`config.mk`:
```
export PLATFORM = sky130hd
export DESIGN_NAME = npu_seq
export DESIGN_NICKNAME = d
export VERILOG_FILES = /design/src/rtl/npu_seq.sv
export SDC_FILE = /design/constraint.sdc
export NUM_CORES = 1
export LEC_CHECK = 0
export CAP_MARGIN = 20
export CORE_MARGIN = 5
export CORE_UTILIZATION = 35
export DETAILED_ROUTE_END_ITERATION = 10
export GPL_ROUTABILITY_DRIVEN = 0
export PLACE_DENSITY = 0.65
export SLEW_MARGIN = 20
export SYNTH_ARGS = -nofsm -noshare
export SYNTH_HDL_FRONTEND = slang
export SYNTH_SLANG_ARGS = --single-unit
export TNS_END_PERCENT = 100
```
`constraint.sdc`:
```
create_clock -name wb_clk_i -period 4.7 [get_ports wb_clk_i]
set_input_delay 0.94 -clock wb_clk_i [delete_from_list [all_inputs] [get_ports wb_clk_i]]
set_output_delay 0.94 -clock wb_clk_i [all_outputs]
set_load 0.02 [all_outputs]
```
`src/rtl/npu_seq.sv`:
```
// npu_seq: run sequencer for the 3x3 weight-stationary systolic array.
//
// On start it reads N rows from the input buffer, feeds them into the three
// left lanes of the array with a 0/1/2 cycle diagonal skew, holds array
// enable for the run, de-skews the three bottom-edge column sums and writes
// one packed 48-bit word per row to the result buffer.
//
// Ports
//   wb_clk_i, wb_rst_i        clock, asynchronous active-high reset
//   start, abort              command pulse / immediate return to IDLE
//   n_rows, in_base, res_base run parameters, latched on an accepted start
//   busy, done                status: busy in PRIME/RUN, done one-cycle pulse
//   in_rd, in_addr, in_data   input-buffer read port (data one cycle later)
//   arr_clr, arr_en           array clear / enable
//   arr_in0..2                left-edge activations, lane k = byte k of a row
//   arr_o0..2                 bottom-edge column sums
//   res_we, res_addr, res_data result-buffer write port, {col2, col1, col0}
//
// state | meaning
// ------+-------------------------------------------------------------
// IDLE  | waiting for start; N=0 start only pulses done
// PRIME | clear the array and issue the read of row 0
// RUN   | t = 0..N+4: stream rows in, drain sums, write results
module npu_seq #(
  parameter int AWIDTH     = 8,
  parameter int ARRAY_ROWS = 3
) (
  input  logic              wb_clk_i,
  input  logic              wb_rst_i,
  input  logic              start,
  input  logic              abort,
  input  logic [7:0]        n_rows,
  input  logic [AWIDTH-1:0] in_base,
  input  logic [AWIDTH-1:0] res_base,
  output logic              busy,
  output logic              done,
  output logic              in_rd,
  output logic [AWIDTH-1:0] in_addr,
  input  logic [23:0]       in_data,
  output logic              arr_clr,
  output logic              arr_en,
  output logic [7:0]        arr_in0,
  output logic [7:0]        arr_in1,
  output logic [7:0]        arr_in2,
  input  logic [15:0]       arr_o0,
  input  logic [15:0]       arr_o1,
  input  logic [15:0]       arr_o2,
  output logic              res_we,
  output logic [AWIDTH-1:0] res_addr,
  output logic [47:0]       res_data
);

  // Cycles from row r entering lane 0 (t=r) to its write slot (t=r+5):
  // array depth plus one cycle per registered column hop to column 2.
  localparam int DRAIN = ARRAY_ROWS + 2;

  typedef enum logic [1:0] {
    IDLE  = 2'd0,
    PRIME = 2'd1,
    RUN   = 2'd2
  } state_t;

  state_t            state_q, state_d;
  logic [7:0]        n_q, n_d;
  logic [AWIDTH-1:0] in_base_q, in_base_d;
  logic [AWIDTH-1:0] res_base_q, res_base_d;
  logic [8:0]        t_q, t_d;
  logic              done_q, done_d;

  logic              rd_vld_q;
  logic [7:0]        lane1_q, lane2a_q, lane2b_q;
  logic [DRAIN-1:0]  wv_q;
  logic [15:0]       col0_d1_q, col0_d2_q, col1_d1_q;

  logic [8:0]        n_ext;
  logic [8:0]        t_next;
  logic [23:0]       row_gated;

  assign n_ext     = {1'b0, n_q};
  assign t_next    = t_q + 9'd1;
  // Data on in_data is only a row when the previous cycle issued a read.
  assign row_gated = rd_vld_q ? in_data : 24'd0;

  always_comb begin
    state_d    = state_q;
    n_d        = n_q;
    in_base_d  = in_base_q;
    res_base_d = res_base_q;
    t_d        = t_q;
    done_d     = 1'b0;
    in_rd      = 1'b0;
    in_addr    = '0;
    arr_clr    = 1'b0;
    arr_en     = 1'b0;

    case (state_q)
      IDLE: begin
        if (start) begin
          if (n_rows == 8'd0) begin
            done_d = 1'b1;
          end else begin
            n_d        = n_rows;
            in_base_d  = in_base;
            res_base_d = res_base;
            state_d    = PRIME;
          end
        end
      end
      PRIME: begin
        arr_clr = 1'b1;
        in_rd   = 1'b1;
        in_addr = in_base_q;
        t_d     = 9'd0;
        state_d = RUN;
      end
      RUN: begin
        arr_en = 1'b1;
        t_d    = t_next;
        // Row t+1 is fetched during cycle t so it lands on lane 0 at t+1.
        if (t_next < n_ext) begin
          in_rd   = 1'b1;
          in_addr = in_base_q + AWIDTH'(t_next);
        end
        if (t_q == n_ext + 9'(DRAIN - 1)) begin
          state_d = IDLE;
          done_d  = 1'b1;
        end
      end
      default: state_d = IDLE;
    endcase

    if (abort) begin
      state_d = IDLE;
      done_d  = 1'b0;
      in_rd   = 1'b0;
      in_addr = '0;
      arr_clr = 1'b0;
      arr_en  = 1'b0;
    end
  end

  always_ff @(posedge wb_clk_i or posedge wb_rst_i) begin
    if (wb_rst_i) begin
      state_q    <= IDLE;
      n_q        <= 8'd0;
      in_base_q  <= '0;
      res_base_q <= '0;
      t_q        <= 9'd0;
      done_q     <= 1'b0;
      rd_vld_q   <= 1'b0;
      lane1_q    <= 8'd0;
      lane2a_q   <= 8'd0;
      lane2b_q   <= 8'd0;
      wv_q       <= '0;
      col0_d1_q  <= 16'd0;
      col0_d2_q  <= 16'd0;
      col1_d1_q  <= 16'd0;
    end else begin
      state_q    <= state_d;
      n_q        <= n_d;
      in_base_q  <= in_base_d;
      res_base_q <= res_base_d;
      t_q        <= t_d;
      done_q     <= done_d;
      col0_d1_q  <= arr_o0;
      col0_d2_q  <= col0_d1_q;
      col1_d1_q  <= arr_o1;
      if (abort) begin
        rd_vld_q <= 1'b0;
        lane1_q  <= 8'd0;
        lane2a_q <= 8'd0;
        lane2b_q <= 8'd0;
        wv_q     <= '0;
      end else begin
        rd_vld_q <= in_rd;
        lane1_q  <= row_gated[15:8];
        lane2a_q <= row_gated[23:16];
        lane2b_q <= lane2a_q;
        // Write-valid follows lane-0 validity through the array latency.
        wv_q     <= {wv_q[DRAIN-2:0], rd_vld_q};
      end
    end
  end

  assign busy     = (state_q == PRIME) || (state_q == RUN);
  assign done     = done_q;
  assign arr_in0  = row_gated[7:0];
  assign arr_in1  = lane1_q;
  assign arr_in2  = lane2b_q;
  assign res_we   = wv_q[DRAIN-1] & ~abort;
  // t - DRAIN is the row index being written in this slot.
  assign res_addr = res_we ? (res_base_q + AWIDTH'(t_q - 9'(DRAIN))) : '0;
  assign res_data = res_we ? {arr_o2, col1_d1_q, col0_d2_q} : 48'd0;

endmodule

```
==> results of run 1 <==
per-stage QoR:
step	setup WS (ns)	utilization	area (sq um)
finish	0.238	0.540	8180
global route	0.00294	0.540	8180
CTS	0.0378	0.540	8170
detailed placement	0.479	0.497	7530
global placement	0.547	0.497	7530
floorplan	0.744	-	5400
metal layers:
metal  vias to the layer above  global-route usage
li1                       2037                   -
met4                         0              0.0554
met5                         -                   0
met1                      2032               0.182
met3                        18              0.0533
met2                       121               0.275
cell families after synthesis:
group,after synthesis,share of synthesized area
muxes,12,0.0248
adders and majority gates,36,0.0862
buffers and inverters,63,0.0447
and+or+nand+nor,180,0.185
xor gates and xnor gates,29,0.0470
AOI/OAI and AO/OA,68,0.0839
DFF,114,0.528
state kept, by name, indices dropped and copies added (netlist names), 2 cells and up:
register,cells
res_base_q,8
t_q,9
col0_d1_q,16
n_q,8
arr_in1,8
col0_d2_q,16
state_q,2
arr_in2,8
in_base_q,8
wv_q,5
lane2a_q,8
col1_d1_q,16
area by class of cell:
class,instances,area share
Sequential cell,114,0.349
Clock inverter,12,0.0249
Tap cell,188,0.0287
Inverter,44,0.0208
Multi-Input combinational cell,325,0.282
Clock buffer,20,0.0534
Timing Repair Buffer,199,0.242
how the worst max path moves through the flow:
stage / from / endpoint / slack [ns]
after global routing: t_q[1] / in_rd / 0.003
after floorplan: wb_rst_i / arr_in1[0] / 0.74
after detailed placement: t_q[1] / in_addr[7] / 0.48
after global placement: t_q[1] / in_addr[7] / 0.55
after CTS: t_q[1] / in_addr[7] / 0.04
final: t_q[0] / in_addr[7] / 0.24
synthesized netlist by cell type, types with 2 or more instances:
master     instances
a211oi_1           2
a21o_1             4
a21oi_1           14
a22o_1             3
a32oi_1            2
and2_1            75
buf_2              3
clkbuf_1          14
dfrtp_1          114
fa_1               2
ha_1              34
inv_1             44
mux2_2            10
nand2_1           34
nand2b_1           5
nand3_1           11
nand4_1            4
nor2_1            22
nor2b_1           16
nor3_1             2
nor4_1             2
o2111ai_1          2
o21a_1             3
o21ai_0           25
o21bai_1           2
o31ai_1            2
xnor2_1           16
xor2_1            13
worst max-delay path, cell delays in order, from the launching register on:
cell and delay (ns):
dfrtp_1 0.42, ha_1 0.26, nand3_2 0.14, nor2_1 0.22, xnor2_1 0.18, ha_1 0.28
a21o_1 0.19, a2111oi_4 0.28, buf_4 0.20, nand2_1 0.09, o31ai_2 0.22, clkdlybuf4s50_1 0.64
power breakdown:
part / switching, W / internal [W]
Sequential: 0.000114 / 0.00113
Clock: 0.000447 / 0.000943
Combinational: 0.000639 / 0.000560
==> results.cfg, run 1 <==
[timing]
setup_viol = 0
fin_crit_sh = 0.949
holdWs_ns = 0.346
tns_ns = 0
rsz0062_at_grt = false
fmax_ghz = 0.224
layout_min_cycle_time_ns = 4.46
slew_viol_final = 0
worst_clock_skew_ns = 0.00921
tightest_slew_ns = 0.756
slew_headroom = 0.495
hold_violations = 0

[setup_path]
crit_path_end_kind = output pin
crit_fanout = 8
path_class = flip-flop to output pin
critPathArrivalTime_ns = 3.52
start_kind = flip-flop
r2r_start = t_q[0]
required_ns = 3.76
worstRegToRegCells = 10
rr_endpoint = rd_vld_q
rrSetupSlack_ns = 2.14

[synth]
ys.flop_type = dfrtp_1
synth_area_sq_um = 5400
yosysTopAreaCell = dfrtp_1
synth_edf_count = 0
ys_ff_latch = 114
synthesis.nets = 638
yosysWarnings = 0
netlist_top_cells_area = dfrtp_1 (53%), and2_1 (8.7%), ha_1 (7.9%)
synth_top_area_frac = 0.528
ys_seq_area_frac = 0.528
syn_inst = 502
yosysUniqueCellTypes = 50
avgSynthCellArea_sq_um = 10.8
async_flop_share = 1.00

[layout]
diodes = 0
finish.net_count = 837
area_growth_pct = 51.5
layout.cells.non_filler = 902
final_cell_mix = clkdlybuf4s50_1 (193), dfrtp_1 (114), and2_1 (75)
num-fill-cells = 1310
final_common_cell = clkdlybuf4s50_1
drive_gt1_frac = 0.0784
multi_input_area_sq_um = 2310
regArea_sq_um = 2850

[place]
io_buffers = 193
place.detailed.hpwl_um = 10700
placed_cells = 869

[route]
wl_per_cell_um = 15.3
num_vias = 4208
drcViolationCount = 0
postRouteAntennaNets = 0
drt-met1-wl_um = 5470
viasPerCell = 4.67
wirelength_um = 13800
met3_wirelength_um = 939
highest_layer = met4
drtPass1Iterations = 4
dr_wl_met2_um = 7160
drt_iter0_drc = 187

[grt]
grt_start_max_net_pins = 85
track_usage = 0.158
first_global_vias = 4289
antenna_found_initial = 0
grt_pass1_wl_um = 22300
gr-total-overflow = 0

[cts]
cts_max_path_buffers = 2
cts_tree = built
hold_buffers = 0
cts_setup_buffers = 0
cts.repair.resized = 0
h-tree-depth = 4
clk_pin_slew_ns = 0.06
clk_latency_ns = 0.40
clockRootBuffer = clkbuf_16
clkSinkCount = 114
cts_buffers = 17

[hold_path]
worst_hold_path.endpoint = col0_d2_q[10]
hold_class = flip-flop to flip-flop
min-delay-start = col0_d1_q[10]
whs_path_depth = 0

[power]
power.total_w = 0.00383
vdd_drop_max_v = 0.000248
power.density_nw_per_um2 = 468
p_leak_nw = 3.62

[die]
io_pins = 194
rows = 45
dieArea_sq_um = 18000
die_y_um = 134
core_sq_um = 15100
initial_core_util = 0.357
die_x_um = 134

[job]
maxCapViolations = 0

[run_status]
status = finished, final reports clean
No activity file was read; power rests on OpenSTA's default activity.
==> inputs of run 2 (changes only) <==
Settings changed: CAP_MARGIN 20 to unset, CORE_MARGIN 5 to unset.
==> run 2 against run 1 <==
Wire length decreased by 2.8%. Sequential share of layout area up 0.25 points. Cell area fell by 0.70%. Total power fell by 4.6%. Clock skew shrank 0.0030 ns. Worst setup slack lost 0.030 ns. Clock power fell by 14%. Register-to-register slack worse by 0.06 ns. Core utilization decreased by 0.38 points. Global-route usage up 2.0 points. Highest routed layer unchanged.
==> results.cfg, run 2 (synthesis results as in run 1) <==
[run_status]
status = finished, final reports clean

[timing]
slew_viol_final = 0
fin_crit_sh = 0.956
holdWs_ns = 0.343
slew_headroom = 0.451
hold_violations = 0
tightest_slew_ns = 0.822
tns_ns = 0
fmax_ghz = 0.223
rsz0062_at_grt = false
layout_min_cycle_time_ns = 4.49
fin_ws_ns = 0.208
setup_viol = 0
worst_clock_skew_ns = 0.00618

[place]
place.detailed.hpwl_um = 10000
io_buffers = 193
dp_slack_ns = 0.602

[setup_path]
start_kind = flip-flop
required_ns = 3.76
crit_fanout = 5
crit_path_end_kind = output pin
critPathArrivalTime_ns = 3.55
rrSetupSlack_ns = 2.08
path_class = flip-flop to output pin

[layout]
biggestRegsByFlops = col0_d1_q (16), col0_d2_q (16), col1_d1_q (16)
drive_gt1_frac = 0.0826
final_cell_mix = clkdlybuf4s50_1 (187), dfrtp_1 (114), and2_1 (75)
finish.net_count = 837
final_common_cell = clkdlybuf4s50_1
diodes = 0
area_growth_pct = 50.4

[route]
drtPass1Iterations = 4
num_vias = 4239
postRouteAntennaNets = 0
viasPerCell = 4.70
drt_iter0_drc = 135
wirelength_um = 13400
wl_per_cell_um = 14.9
drcViolationCount = 0

[grt]
grtUsageMet1 = 0.210
grt_start_max_net_pins = 115
track_usage = 0.178
antenna_found_initial = 0
first_global_vias = 4348
gr-total-overflow = 0
use_met2 = 0.303
grt_pass1_wl_um = 21800
grt_util_met3 = 0.0590
grt.busiest_layer = met2

[cts]
cts.repair.resized = 0
h-tree-depth = 4
cts_max_path_buffers = 2
hold_buffers = 0
clkSinkCount = 114
clk_latency_ns = 0.41
cts_setup_buffers = 0
cts_buffers = 17
clockRootBuffer = clkbuf_16
cts_tree = built
clk_pin_slew_ns = 0.06

[die]
initial_core_util = 0.357
rows = 45
core_sq_um = 15100
die_y_um = 126
io_pins = 194
die_x_um = 126
dieArea_sq_um = 15900

[job]
maxCapViolations = 0

[power]
power.density_nw_per_um2 = 450
vdd_drop_max_v = 0.000298
p_leak_nw = 3.71

[hold_path]
hold_class = flip-flop to flip-flop
==> run 2: changes by cell type in the layout (fill, tap and decap cells not counted), sizes merged <==
| cell | delta |
|---|---|
| bufinv | -5 |
| clkbuf | -2 |
| clkdlybuf4s50 | -6 |
| clkinv | +1 |
| clkinvlp | -1 |
| dlymetal6s2s | +6 |
| inv | +7 |
==> run 2: worst max-delay path: stages (launching register included) <==
cell and delay, ns:
dfrtp_1 0.42, ha_1 0.26, nand3_2 0.15, nor2_1 0.25, xnor2_1 0.18, ha_1 0.28
a21o_1 0.19, a2111oi_4 0.38, nand2_1 0.14, o31ai_2 0.25, clkdlybuf4s50_1 0.64
==> run 2: per-stage QoR <==
step                std cells  total power (W)  cell area (sq um)  utilization
finish                    902          0.00366               8130        0.536
global route              902          0.00392               8130        0.536
CTS                       902          0.00370               8110        0.535
detailed placement        870          0.00248               7550        0.499
global placement          870          0.00243               7550        0.499
floorplan                 502          0.00208               5400            -
==> run 2: final cells by class <==
class	count	area, sq um
flip-flops and latches	114	2850
repair buffers	199	2000
fillers	1309	7020
well taps	188	235
clock inverters	14	119
inverters	44	168
clock buffers	18	439
multi-input cells	325	2310
==> run 2: path summary, 6_finish.rpt <==
path,startpoint,to,cells after the start
worst max-delay path,t_q[1],in_addr[7],10
worst min-delay path,col0_d1_q[5],col0_d2_q[5],0
worst max register to register,t_q[1],rd_vld_q,9
worst min register to register,col0_d1_q[5],col0_d2_q[5],0
max in group asynchronous,wb_rst_i,t_q[6],3
min in group asynchronous,wb_rst_i,col0_d1_q[12],3
==> run 2: where the power goes <==
| part | switching (W) | internal [W] | total, W |
|---|---|---|---|
| Clock | 0.000492 | 0.000704 | 0.00120 |
| Combinational | 0.000654 | 0.000567 | 0.00122 |
| Sequential | 0.000109 | 0.00113 | 0.00124 |
| Total | 0.00126 | 0.00240 | 0.00366 |
==> run 2: metal layers <==
metal | vias to the layer above | part of all wire
li1 | 2041 | -
met1 | 2056 | 0.41
met2 | 133 | 0.51
met3 | 9 | 0.066
met4 | 0 | 0.012
met5 | - | 0
